--- src/rtl/mdu_seq.sv ---
// mdu_seq: radix-2 iterative multiply/divide unit with HI/LO registers.
// Optional MDU_FAST_MUL_EN: single-cycle multiply path.
module mdu_seq #(
  parameter int DATA_SIZE = 32,
  parameter int CNT_SIZE  = 6
) (
  input  logic                 CLK,
  input  logic                 RST,
  input  logic                 Start,
  input  logic [1:0]           Op,
  input  logic [DATA_SIZE-1:0] SrcA,
  input  logic [DATA_SIZE-1:0] SrcB,
  input  logic                 Abort,
  output logic                 Busy,
  output logic                 Done,
  output logic                 Unvalid,
  output logic [DATA_SIZE-1:0] Hi,
  output logic [DATA_SIZE-1:0] Lo
);

  localparam int W = DATA_SIZE;

  typedef enum logic [1:0] {
    IDLE = 2'd0,
    RUN  = 2'd1,
    FIX  = 2'd2
  } state_t;

  state_t              state_q, state_d;
  logic [1:0]          op_q, op_d;
  logic [W-1:0]        a_q, a_d;
  logic [W-1:0]        b_q, b_d;
  logic [2*W-1:0]      acc_q, acc_d;
  logic [CNT_SIZE-1:0] cnt_q, cnt_d;
  logic                negp_q, negp_d;
  logic                negr_q, negr_d;
  logic                dz_q, dz_d;
  logic [W-1:0]        hi_q, hi_d;
  logic [W-1:0]        lo_q, lo_d;
  logic                done_q, done_d;
  logic                unv_q, unv_d;

  logic                sgn;
  logic [W-1:0]        abs_a, abs_b;
  logic [W:0]          mul_sum;
  logic [W:0]          div_sh;
  logic [W:0]          div_diff;
  logic                q_bit;
  logic [W-1:0]        div_rem;
  logic [2*W-1:0]      prod;
  logic [2*W-1:0]      prod_s;
  logic [W-1:0]        quo_s;
  logic [W-1:0]        rem_s;

  // Operand conditioning and one radix-2 iteration step
  always_comb begin
    sgn      = ~Op[0];
    abs_a    = (sgn && SrcA[W-1]) ? (~SrcA + 1'b1) : SrcA;
    abs_b    = (sgn && SrcB[W-1]) ? (~SrcB + 1'b1) : SrcB;
    mul_sum  = {1'b0, acc_q[2*W-1:W]}
             + {1'b0, (b_q[0] ? a_q : {W{1'b0}})};
    div_sh   = {acc_q[2*W-1:W], a_q[W-1]};
    div_diff = div_sh - {1'b0, b_q};
    q_bit    = ~div_diff[W];
    div_rem  = q_bit ? div_diff[W-1:0] : div_sh[W-1:0];
`ifdef MDU_FAST_MUL_EN
    prod     = {{W{1'b0}}, a_q} * {{W{1'b0}}, b_q};
`else
    prod     = acc_q;
`endif
    prod_s   = negp_q ? (~prod + 1'b1) : prod;
    quo_s    = negp_q ? (~acc_q[W-1:0] + 1'b1) : acc_q[W-1:0];
    rem_s    = negr_q ? (~acc_q[2*W-1:W] + 1'b1) : acc_q[2*W-1:W];
  end

  // Next-state and datapath control
  always_comb begin
    state_d = state_q;
    op_d    = op_q;
    a_d     = a_q;
    b_d     = b_q;
    acc_d   = acc_q;
    cnt_d   = cnt_q;
    negp_d  = negp_q;
    negr_d  = negr_q;
    dz_d    = dz_q;
    hi_d    = hi_q;
    lo_d    = lo_q;
    unv_d   = unv_q;
    done_d  = 1'b0;
    unique case (state_q)
      IDLE: begin
        if (Start) begin
          op_d   = Op;
          a_d    = abs_a;
          b_d    = abs_b;
          negp_d = sgn & (SrcA[W-1] ^ SrcB[W-1]);
          negr_d = sgn & SrcA[W-1];
          acc_d  = '0;
          cnt_d  = '0;
          dz_d   = Op[1] & (SrcB == '0);
          if (Op[1] && (SrcB == '0)) begin
            state_d = FIX;
          end else begin
            state_d = RUN;
          end
`ifdef MDU_FAST_MUL_EN
          if (!Op[1]) begin
            state_d = FIX;
          end
`endif
        end
      end
      RUN: begin
        if (Abort) begin
          state_d = IDLE;
        end else begin
          if (op_q[1]) begin
            acc_d = {div_rem, acc_q[W-2:0], q_bit};
            a_d   = {a_q[W-2:0], 1'b0};
          end else begin
            acc_d = {mul_sum, acc_q[W-1:1]};
            b_d   = {1'b0, b_q[W-1:1]};
          end
          cnt_d = cnt_q + 1'b1;
          if (cnt_q == CNT_SIZE'(W - 1)) begin
            state_d = FIX;
          end
        end
      end
      FIX: begin
        state_d = IDLE;
        if (!Abort) begin
          done_d = 1'b1;
          unv_d  = dz_q;
          if (dz_q) begin
            hi_d = '0;
            lo_d = '0;
          end else if (op_q[1]) begin
            hi_d = rem_s;
            lo_d = quo_s;
          end else begin
            hi_d = prod_s[2*W-1:W];
            lo_d = prod_s[W-1:0];
          end
        end
      end
      default: state_d = IDLE;
    endcase
  end

  // State and result registers
  always_ff @(posedge CLK or negedge RST) begin
    if (!RST) begin
      state_q <= IDLE;
      op_q    <= '0;
      a_q     <= '0;
      b_q     <= '0;
      acc_q   <= '0;
      cnt_q   <= '0;
      negp_q  <= 1'b0;
      negr_q  <= 1'b0;
      dz_q    <= 1'b0;
      hi_q    <= '0;
      lo_q    <= '0;
      done_q  <= 1'b0;
      unv_q   <= 1'b0;
    end else begin
      state_q <= state_d;
      op_q    <= op_d;
      a_q     <= a_d;
      b_q     <= b_d;
      acc_q   <= acc_d;
      cnt_q   <= cnt_d;
      negp_q  <= negp_d;
      negr_q  <= negr_d;
      dz_q    <= dz_d;
      hi_q    <= hi_d;
      lo_q    <= lo_d;
      done_q  <= done_d;
      unv_q   <= unv_d;
    end
  end

  assign Busy    = (state_q != IDLE);
  assign Done    = done_q;
  assign Unvalid = unv_q;
  assign Hi      = hi_q;
  assign Lo      = lo_q;

endmodule

--- config.mk ---
export PLATFORM = sky130hd
export DESIGN_NAME = mdu_seq
export DESIGN_NICKNAME = d
export VERILOG_FILES = /design/src/rtl/mdu_seq.sv
export SDC_FILE = /design/constraint.sdc
export NUM_CORES = 1
export LEC_CHECK = 0
export ABC_AREA = 1
export CAP_MARGIN = 5
export CORE_UTILIZATION = 40
export CTS_BUF_LIST = sky130_fd_sc_hd__clkbuf_4 sky130_fd_sc_hd__clkbuf_8 sky130_fd_sc_hd__clkbuf_16
export DETAILED_ROUTE_END_ITERATION = 7
export PLACE_DENSITY_LB_ADDON = 0.1
export SYNTH_ARGS = -nofsm -noshare
export SYNTH_HDL_FRONTEND = slang
export SYNTH_SLANG_ARGS = --single-unit
export TNS_END_PERCENT = 50
--- constraint.sdc ---
create_clock -name CLK -period 3.7 [get_ports CLK]
set_clock_uncertainty 0.05 [all_clocks]
set_input_delay 0.74 -clock CLK [delete_from_list [all_inputs] [get_ports CLK]]
set_output_delay 0.74 -clock CLK [all_outputs]
set_load 0.1 [all_outputs]
== Yosys cells after proc, flatten, opt, wreduce, memory -nomap -nowiden ==
Index checks and enable logic that the tools add are counted.

* Register bits after elaboration: 207
* Input port bits: 70
* Output and inout bits: 67
* Word-level logic and storage cells: 87

* Add/subtract/negate cells: 8
* Equality and inequality tests: 8
* Muxes and demuxes: 33
* Bitwise operators: 12
* Reductions and logical operators: 13

{| class="wikitable"
|+ Operator list
! cell !! number
|-
| $mux 32 || 16
|-
| $mux 64 || 4
|-
| $add 32x1->32 const B || 4
|-
| $not 32->32 || 4
|-
| $pmux 32 s2 || 2
|-
| $pmux 64 s2 || 1
|-
| $add 64x1->64 const B || 1
|-
| $not 64->64 || 1
|-
| $add 32x32->33 || 1
|-
| $sub 33x32->33 || 1
|-
| $logic_not 32->1 || 1
|-
| $mux 6 || 2
|-
| $pmux 6 s2 || 1
|-
| $mux 2 || 4
|-
| $ne 2x2->1 const B || 4
|-
| $reduce_and 4->1 || 2
|-
| $add 6x1->6 const B || 1
|-
| $eq 6x5->1 const B || 1
|-
| $reduce_and 2->1 || 3
|-
| $pmux 2 s2 || 1
|-
| $reduce_bool 2->1 || 2
|-
| $and 1x1->1 || 3
|-
| $logic_and 1x1->1 || 3
|-
| $ne 3x3->1 const B || 1
|-
| other kinds (7) || 10
|}

== Longest topological paths before layout ==
Gate-level depths: netlist of the first run.

* Depth after elaboration: 5
* Mapped depth: 19
* Gate-level depth less buffers: 18

== Worst setup path after synthesis of the first run ==
Ideal clock, no wire load.

* Path type: reg2reg
* Start: register b_q[0]
* End: register acc_q[53]
* Library setup time: 0.116 ns
* Data arrival time: 2.394 ns
* Data required time: 3.534 ns
* Setup slack: 1.139 ns
* Cell stages (with the launch flop): 19
* Buffers on the path: 1
* Period minus slack after synthesis: 2.561 ns
* Cells stage by stage: dfrtp_1 -> clkbuf_1 -> nand2_1 -> inv_1 -> ha_1 -> inv_1 -> fa_1 -> o21ai_1 -> nand2_1 -> nand2_1 -> nand2_1 -> nand2_1 -> nand2_1 -> nand3_1 -> nand3_1 -> nand2_1 -> inv_1 -> nand2_1 -> nand2_1

* Word-level cells in the longest chain between the ends: 5
* Elaborated cells between the ends (all ways): 7
* Classes of those cells: add/sub (2); mux (5)

{| class="wikitable"
|+ RTL lines
! what !! RTL line !! text
|-
| from (decl) || 32 || <nowiki>logic [W-1:0] b_q, b_d;</nowiki>
|-
| from (signal assigned) || 158 || <nowiki>b_q <= '0;</nowiki>
|-
| from (signal assigned) || 172 || <nowiki>b_q <= b_d;</nowiki>
|-
| $sub 33x32->33 or $mux 32 (tied branches) || 63, 61 ||
|-
| $mux 32 or $add 32x32->33 (tied branches) || 65, 61 ||
|-
| $mux 64 (*) || 118 || <nowiki>if (op_q[1]) begin</nowiki>
|-
| $mux 64 (*) || 115 || <nowiki>if (Abort) begin</nowiki>
|-
| $pmux 64 s2 (*) || 91 || <nowiki>unique case (state_q)</nowiki>
|-
| to (signal assigned) || 159 || <nowiki>acc_q <= '0;</nowiki>
|-
| to (signal assigned) || 173 || <nowiki>acc_q <= acc_d;</nowiki>
|-
| to (decl) || 33 || <nowiki>logic [2*W-1:0] acc_q, acc_d;</nowiki>
|}

Every way passes the cells marked *; elsewhere a longest branch is shown, timed or not. The select of a mux whose other input is x is not followed.
A chain may end at the register's enable or synchronous reset.

== Worst setup path after layout of the first run ==
* Start: register acc_q[32]
* End: register acc_q[54]

* Word-level cells in the longest chain between the ends: 5
* Elaborated cells between the ends (all ways): 6
* Classes of those cells: add/sub (2); mux (4)

{| class="wikitable"
|+ RTL lines
! what !! RTL line !! text
|-
| $sub 33x32->33 || 63 || <nowiki>div_diff = div_sh - {1'b0, b_q};</nowiki>
|-
| $mux 32 || 65 || <nowiki>div_rem = q_bit ? div_diff[W-1:0] : div_sh[W-1:0];</nowiki>
|-
| $mux 64 (*) || 118 ||
|-
| $mux 64 (*) || 115 ||
|-
| $pmux 64 s2 (*) || 91 ||
|}

Marked as above.

==> qor.yml, run 1 <==
final_layout:
  nFillCells: 4740
  antenna_cells: 0
  post-route-util_pct: 47.9
  nets: 3256
  layout-drive-gt1-share_pct: 5.74
  layout_commonest_cell: "nand2_1"
  syn_to_final_growth_pct: 17.3
  multi_input_area_um2: 11000
  final_cell_mix: "nand2_1 (939), inv_1 (414), nand3_1 (264)"
  regArea_um2: 5150
synth:
  syn_inst: 2979
  yosys_register_bits: 206
  synthDominantCellAreaShare_pct: 28.3
  syn_avg_cell_area_um2: 6.12
  synthArstFlopShare_pct: 100
  netlist_area_um2: 18200
  netlist_top_cells_area: "dfrtp_1 (28%), nand2_1 (19%), inv_1 (8.5%), nand3_1 (7.3%), o21ai_0 (6.2%)"
  synth_flop_cell: "dfrtp_1"
  yosys.area.top_type: "dfrtp_1"
  yosysUniqueCellTypes: 56
  synth_edf_count: 0
  yosysSeqAreaShare_pct: 28.3
  synth_warnings: 0
  syn_nets: 3121
die:
  core_um2: 44600
  die_y_um: 215
  chipWidth_um: 215
  pin_count: 137
  row_count: 77
  start_util_pct: 40.8
  die_area_um2: 46400
placed_design:
  io_buffers: 136
  gp_congestion: 1.02
  pre_cts_slack_ns: 0.638
  dp_hpwl_mm: 57.7
timing:
  setup_viol: 0
  final.setup.worst_slack_ns: 0.584
  tightest_slew_ns: 1.09
  fin_setup_tns_ns: 0
  relSlewSlack_pct: 27.0
  period_minus_slack_ns: 3.12
  final-hold-violation-count: 0
  rsz0062_at_grt: "no"
  report.final.slew_viol_count: 0
  min_period_over_period_pct: 84.2
  fmax_mhz: 321
pwr:
  cellLeakagePower_uw: 0.0109
  powerDensity_nw_per_um2: 1030
  irDropWorstVdd_mv: 0.827
  finalPower_uw: 22100
run_status:
  status: "finished clean"
setup_path:
  worstReg2RegStart: "acc_q[32]$_DFFE_PN0P_"
  critPathMaxStageDelay_ns: 0.54
  critPathArrivalTime_ns: 3.59
  path_max_fanout: 35
  path_cells: "inv_1 > fa_1 > inv_1 > nand2_1 > nand2_1 > nand3_1 > nand2_1 > nand2_2 > nand2_4 > nand2_4 > nand2_4 > nand2_4 > nand2_4 > nand2_1 > nand3_1 > nand3_1 > nand2_1"
  slowest_stage: "dfrtp_1"
  cp.required_ns: 4.17
  critPathTopFamily: "simple AND/OR/NAND/NOR gates"
  cp_num_buf_inv: 2
  critical_path_class: "reg -> reg"
  startpoint_type: "register"
  end_kind: "register"
  crit_path_start: "acc_q[32]$_DFFE_PN0P_"
hold_path:
  hp-class: "in -> async"
clock_tree:
  clkSinkCount: 206
  htree_num_levels: 1
  postCtsSetupRepairBufs: 0
  cts_root_buf: "clkbuf_16"
  holdBufCountCts: 0
  clockBufferDepth: 3
  cts_made_buffers: 27
  cts_tree: "done"
  cts.clk_slew.worst_paths_ns: 0.06
  postCtsResizedCells: 0
  clkLatencyLatePin_ns: 0.59
global_route:
  grt_use_total_pct: 30.9
  grt_pass1_wl_mm: 112
  antenna_found_initial: 1
  overflow: 0
  grt_pass1_vias: 19128
  grt_max_degree: 82
route:
  drt_wl_total_mm: 71.9
  drc: 0
  drt_pass1_iterations: 6
  wl_per_cell_um: 19.3
  drt_iter0_drc: 1703
  vias: 20104
  ant_nets: 0
  routed_via_density: 5.39
flow_run:
  cap_viol_max_count: 0
==> path summary, 6_finish.rpt <==
kind | endpoint | slack (ns) | cells after the start
max reg2reg | acc_q[54]$_DFFE_PN0P_ | 0.58 | 17
min in group CLK | Hi[1]$_DFFE_PN0P_ | 0.43 | 2
min reg2reg | Hi[1]$_DFFE_PN0P_ | 0.43 | 2
max | acc_q[54]$_DFFE_PN0P_ | 0.58 | 17
max in group asynchronous | Hi[31]$_DFFE_PN0P_ | 2.71 | 2
min | Hi[18]$_DFFE_PN0P_ | 0.07 | 1
==> synthesized netlist by cell type, types with 8 or more instances <==
| library cell | number |
|---|---|
| a21oi_1 | 166 |
| a21oi_2 | 8 |
| buf_1 | 9 |
| buf_2 | 17 |
| clkbuf_1 | 59 |
| dfrtp_1 | 206 |
| ha_1 | 70 |
| inv_1 | 415 |
| inv_2 | 8 |
| nand2_1 | 939 |
| nand3_1 | 264 |
| nand3b_1 | 13 |
| nand4_1 | 36 |
| nor2_1 | 255 |
| nor2_2 | 9 |
| nor3_1 | 34 |
| o211ai_1 | 21 |
| o21ai_0 | 226 |
| o21ai_1 | 29 |
| o221ai_1 | 13 |
| o22ai_1 | 33 |
| xnor2_1 | 25 |
| xor2_1 | 26 |
==> area by class of cell <==
cell class                 instances  area share, %
multi-input combinational       2253           51.7
inverter                         427           7.50
clock inverter                    15          0.966
timing repair buffer             199           8.69
sequential                       206           24.1
tap                              592           3.47
clock buffer                      35           3.56
==> per-stage QoR <==
step | cell area, um2 | cells | hold WS, ns
2_1_floorplan | 18200 | 2979 | 0.394
6_report | 21400 | 3727 | 0.0668
5_1_grt | 21400 | 3727 | 0.140
4_1_cts | 21400 | 3727 | 0.113
3_5_place_dp | 20400 | 3677 | 0.415
3_3_place_gp | 20400 | 3677 | 0.413
==> logic make-up after synthesis <==
kind of cell | share of synthesized area, %
XOR/XNOR | 2.45
AND/OR/NAND/NOR | 36.7
buffers and inverters | 11.1
multiplexers | 0.0549
flip-flops | 28.3
AO/OA/AOI/OAI | 16.4
adder cells (fa/ha/maj) | 5.03
==> where the power goes <==
part	switching [uW]	internal, uW	leakage [uW]	total (uW)
combinational	11200	4200	0.00773	15400
clock	1120	1740	0.000484	2870
sequential	759	3120	0.00266	3870
==> sequential cells by signal (all words and copies together) (netlist names), 2 cells and up <==
register	flops
cnt_q	6
a_q	32
acc_q	64
b_q	32
state_q	2
Lo	32
Hi	32
==> routing by layer <==
metal  up-vias  global-route usage (%)  share of wire [%]
li1       9952                       -                  -
met1      9335                    42.3                 45
met2       684                    49.9                 45
met3       133                    3.02                6.2
met4         0                    12.5                4.3
met5         -                       0                  0
(Power assumes the default switching activity.)
==> run 2: changes to the inputs <==
clock period = 2.6 ns   (was 3.7 ns; I/O delays follow)
==> run 2 against run 1 <==
Effect of this change: the run now ends with negative setup slack left; hold slack gained 0.36 ns; largest power group unchanged; setup slack worse by 0.64 ns; clock-buffer cell count grew 2; combinational power up 61%; highest routed layer unchanged; critical endpoint is now acc_q[38]$_DFFE_PN0P_; final area grew 9.4%.
==> qor.yml, run 2 (synthesis gave the netlist of run 1 again) <==
run_status:
  status: "finished with violations"
  violations: "negative setup slack"
timing:
  rsz0062_at_grt: "yes"
  final-hold-violation-count: 0  # unchanged
  min_period_over_period_pct: 102  # +18 points
  tightest_slew_ns: 1.06  # -0.0363 ns
  relSlewSlack_pct: 29.5  # +2.5 points
  whs_ns: 0.428  # +0.361 ns
  setup_viol: 25  # +25
  fmax_mhz: 376  # +17%
  report.final.slew_viol_count: 0  # unchanged
  final.setup.worst_slack_ns: -0.0572  # -0.641 ns
  period_minus_slack_ns: 2.66  # -0.459 ns
setup_path:
  critPathArrivalTime_ns: 3.10  # -0.49 ns
  end_kind: "register"
  rrSetupSlack_ns: -0.06  # -0.64 ns
  path_max_fanout: 8  # -77%
  critPathMaxStageDelay_ns: 0.52  # -0.02 ns
  cp.required_ns: 3.04  # -1.13 ns
  slowest_stage: "dfrtp_2"
  critical_path_class: "reg -> reg"
  startpoint_type: "register"
  cp_common_cell: "nand2_1"
  path_cells: "clkinvlp_4 > fa_2 > inv_2 > nand2_1 > nand2_1 > nand3_1 > nand2_2 > nand2_2 > nand2_4 > nand2_4 > nand2_4 > nand2_8 > nand2_8 > buf_8 > nand2_1 > nand3_1 > nand3_1 > nand2_1"
final_layout:
  fin_area_um2: 23400  # +9.4%
  layoutNonFillerInstCount: 3932  # +5.5%
  largest_register_ffs: 64  # unchanged
  post-route-util_pct: 52.4  # +4.5 points
  antenna_cells: 0  # unchanged
  syn_to_final_growth_pct: 28.3
  layout_commonest_cell: "nand2_1"
  final_cell_mix: "nand2_1 (916), inv_1 (408), buf_4 (312)"
  nets: 3463  # +6.4%
  regMostFlops: "acc_q"
  layout-drive-gt1-share_pct: 16.7  # +11 points
route:
  wl_met3_mm: 5.28  # +18%
  vias: 21092  # +4.9%
  ant_nets: 0  # unchanged
  drc: 0  # unchanged
  drt_wl_total_mm: 73.1  # +1.7%
  wl_met2_mm: 32.4  # +0.45%
  wl_per_cell_um: 18.6  # -3.6%
  routed_via_density: 5.36  # -0.56%
  drt_pass1_iterations: 6  # unchanged
  drt_iter0_drc: 1802  # +5.8%
  highest_layer: "met4"
  wl_met1_mm: 32.8  # +2.1%
pwr:
  cellLeakagePower_uw: 0.0121  # +11%
  switchingPower_uw: 19300  # +48%
  powerDensity_nw_per_um2: 1450  # +41%
  irDropWorstVdd_mv: 0.949  # +15%
  power_frac_comb_pct: 73.0  # +3.5 points
  p_seq_share_pct: 16.2  # -1.3 points
  p_int_uw: 14600  # +62%
  sw_frac_of_total_pct: 56.9  # -2.1 points
  clkPwrFrac_pct: 10.9  # -2.1 points
global_route:
  antenna_found_initial: 0  # -1
  overflow: 0  # unchanged
  grt_pass1_wl_mm: 112  # +0.12%
  grt_use_total_pct: 30.7  # -0.17 points
  grt_pass1_vias: 19682  # +2.9%
  grt_max_degree: 69  # -16%
placed_design:
  dp_hpwl_mm: 58.1  # +0.70%
  dpl_cell_area_um2: 21900  # +7.1%
  placed_cells: 3877  # +5.4%
  io_buffers: 136  # unchanged
  gp_congestion: 1.00  # -1.1%
die:
  die_area_um2: 46400  # unchanged
  start_util_pct: 40.8  # unchanged
  row_count: 77  # unchanged
  die_y_um: 215  # unchanged
  chipWidth_um: 215  # unchanged
  pin_count: 137  # unchanged
  core_um2: 44600  # unchanged
clock_tree:
  clkLatencyLatePin_ns: 0.56  # -0.03 ns
  clkSinkCount: 206  # unchanged
  cts_tree: "done"
  clockBufferDepth: 3  # unchanged
  htree_num_levels: 1  # unchanged
  cts.clk_slew.worst_paths_ns: 0.06  # about the same
  cts_made_buffers: 26  # -3.7%
  cts_root_buf: "clkbuf_16"
flow_run:
  cap_viol_max_count: 0  # unchanged
hold_path:
  hp-class: "reg -> reg"
[run 2: stage by stage]
stage | TNS (ns) | setup slack [ns] | total power [uW]
6_report | -0.545 | -0.0572 | 34000
5_1_grt | -3.37 | -0.140 | 36200
4_1_cts | -0.00377 | -0.00377 | 32600
3_5_place_dp | -2.92 | -0.153 | 28700
3_3_place_gp | -1.07 | -0.119 | 28600
2_1_floorplan | 0 | 0.0394 | 20300
[run 2: critical path: cells and delay by family, from the launching register on]
family        cells  cell delay, ns
flops             1            0.52
simple gates     14            1.14
fa+ha+maj         1            0.42
buf+inv           3            0.45
[run 2: timing repair]
action                                  in CTS  in global routing
resized for setup                           16                135
hold buffers                                 1                  0
setup buffers                                0                  4
gates cloned                                 0                  3
endpoints found under the setup margin      33                 43
pin swaps                                    0                 28
hold endpoints to repair                    56                  0
[run 2: cell type report]
class	count	area, um2
Timing Repair Buffer	406	3450
Inverter	427	1610
Clock buffer	37	782
Sequential cell	206	5160
Fill cell	4639	21200
Tap cell	592	741
Clock inverter	10	88.8
Multi-Input combinational cell	2254	11500
[run 2: per-layer routing]
metal / GRT usage, % / vias up
met2: 49.2 / 813
met1: 43.4 / 9802
met4: 9.81 / 0
li1: - / 10336
met5: 0 / -
met3: 3.16 / 141
[run 2: worst paths after layout]
check | depth (start not counted) | endpoint | from
worst max-delay path | 18 | acc_q[38]$_DFFE_PN0P_ | acc_q[32]$_DFFE_PN0P_
worst min-delay path | 2 | Hi[16]$_DFFE_PN0P_ | Hi[16]$_DFFE_PN0P_
worst max register to register | 18 | acc_q[38]$_DFFE_PN0P_ | acc_q[32]$_DFFE_PN0P_
worst min register to register | 2 | Hi[16]$_DFFE_PN0P_ | Hi[16]$_DFFE_PN0P_
max in group asynchronous | 3 | b_q[28]$_DFFE_PN0P_ | RST
min in group asynchronous | 2 | Hi[12]$_DFFE_PN0P_ | RST
[run 2: power groups by stage]
stage | Sequential (uW) | Clock (uW) | Combinational (uW)
2_1_floorplan | 8360 | 0 | 11900
3_3_place_gp | 5500 | 0 | 23100
3_5_place_dp | 5530 | 0 | 23200
4_1_cts | 5490 | 3740 | 23400
5_1_grt | 5620 | 3870 | 26800
6_report | 5500 | 3690 | 24800
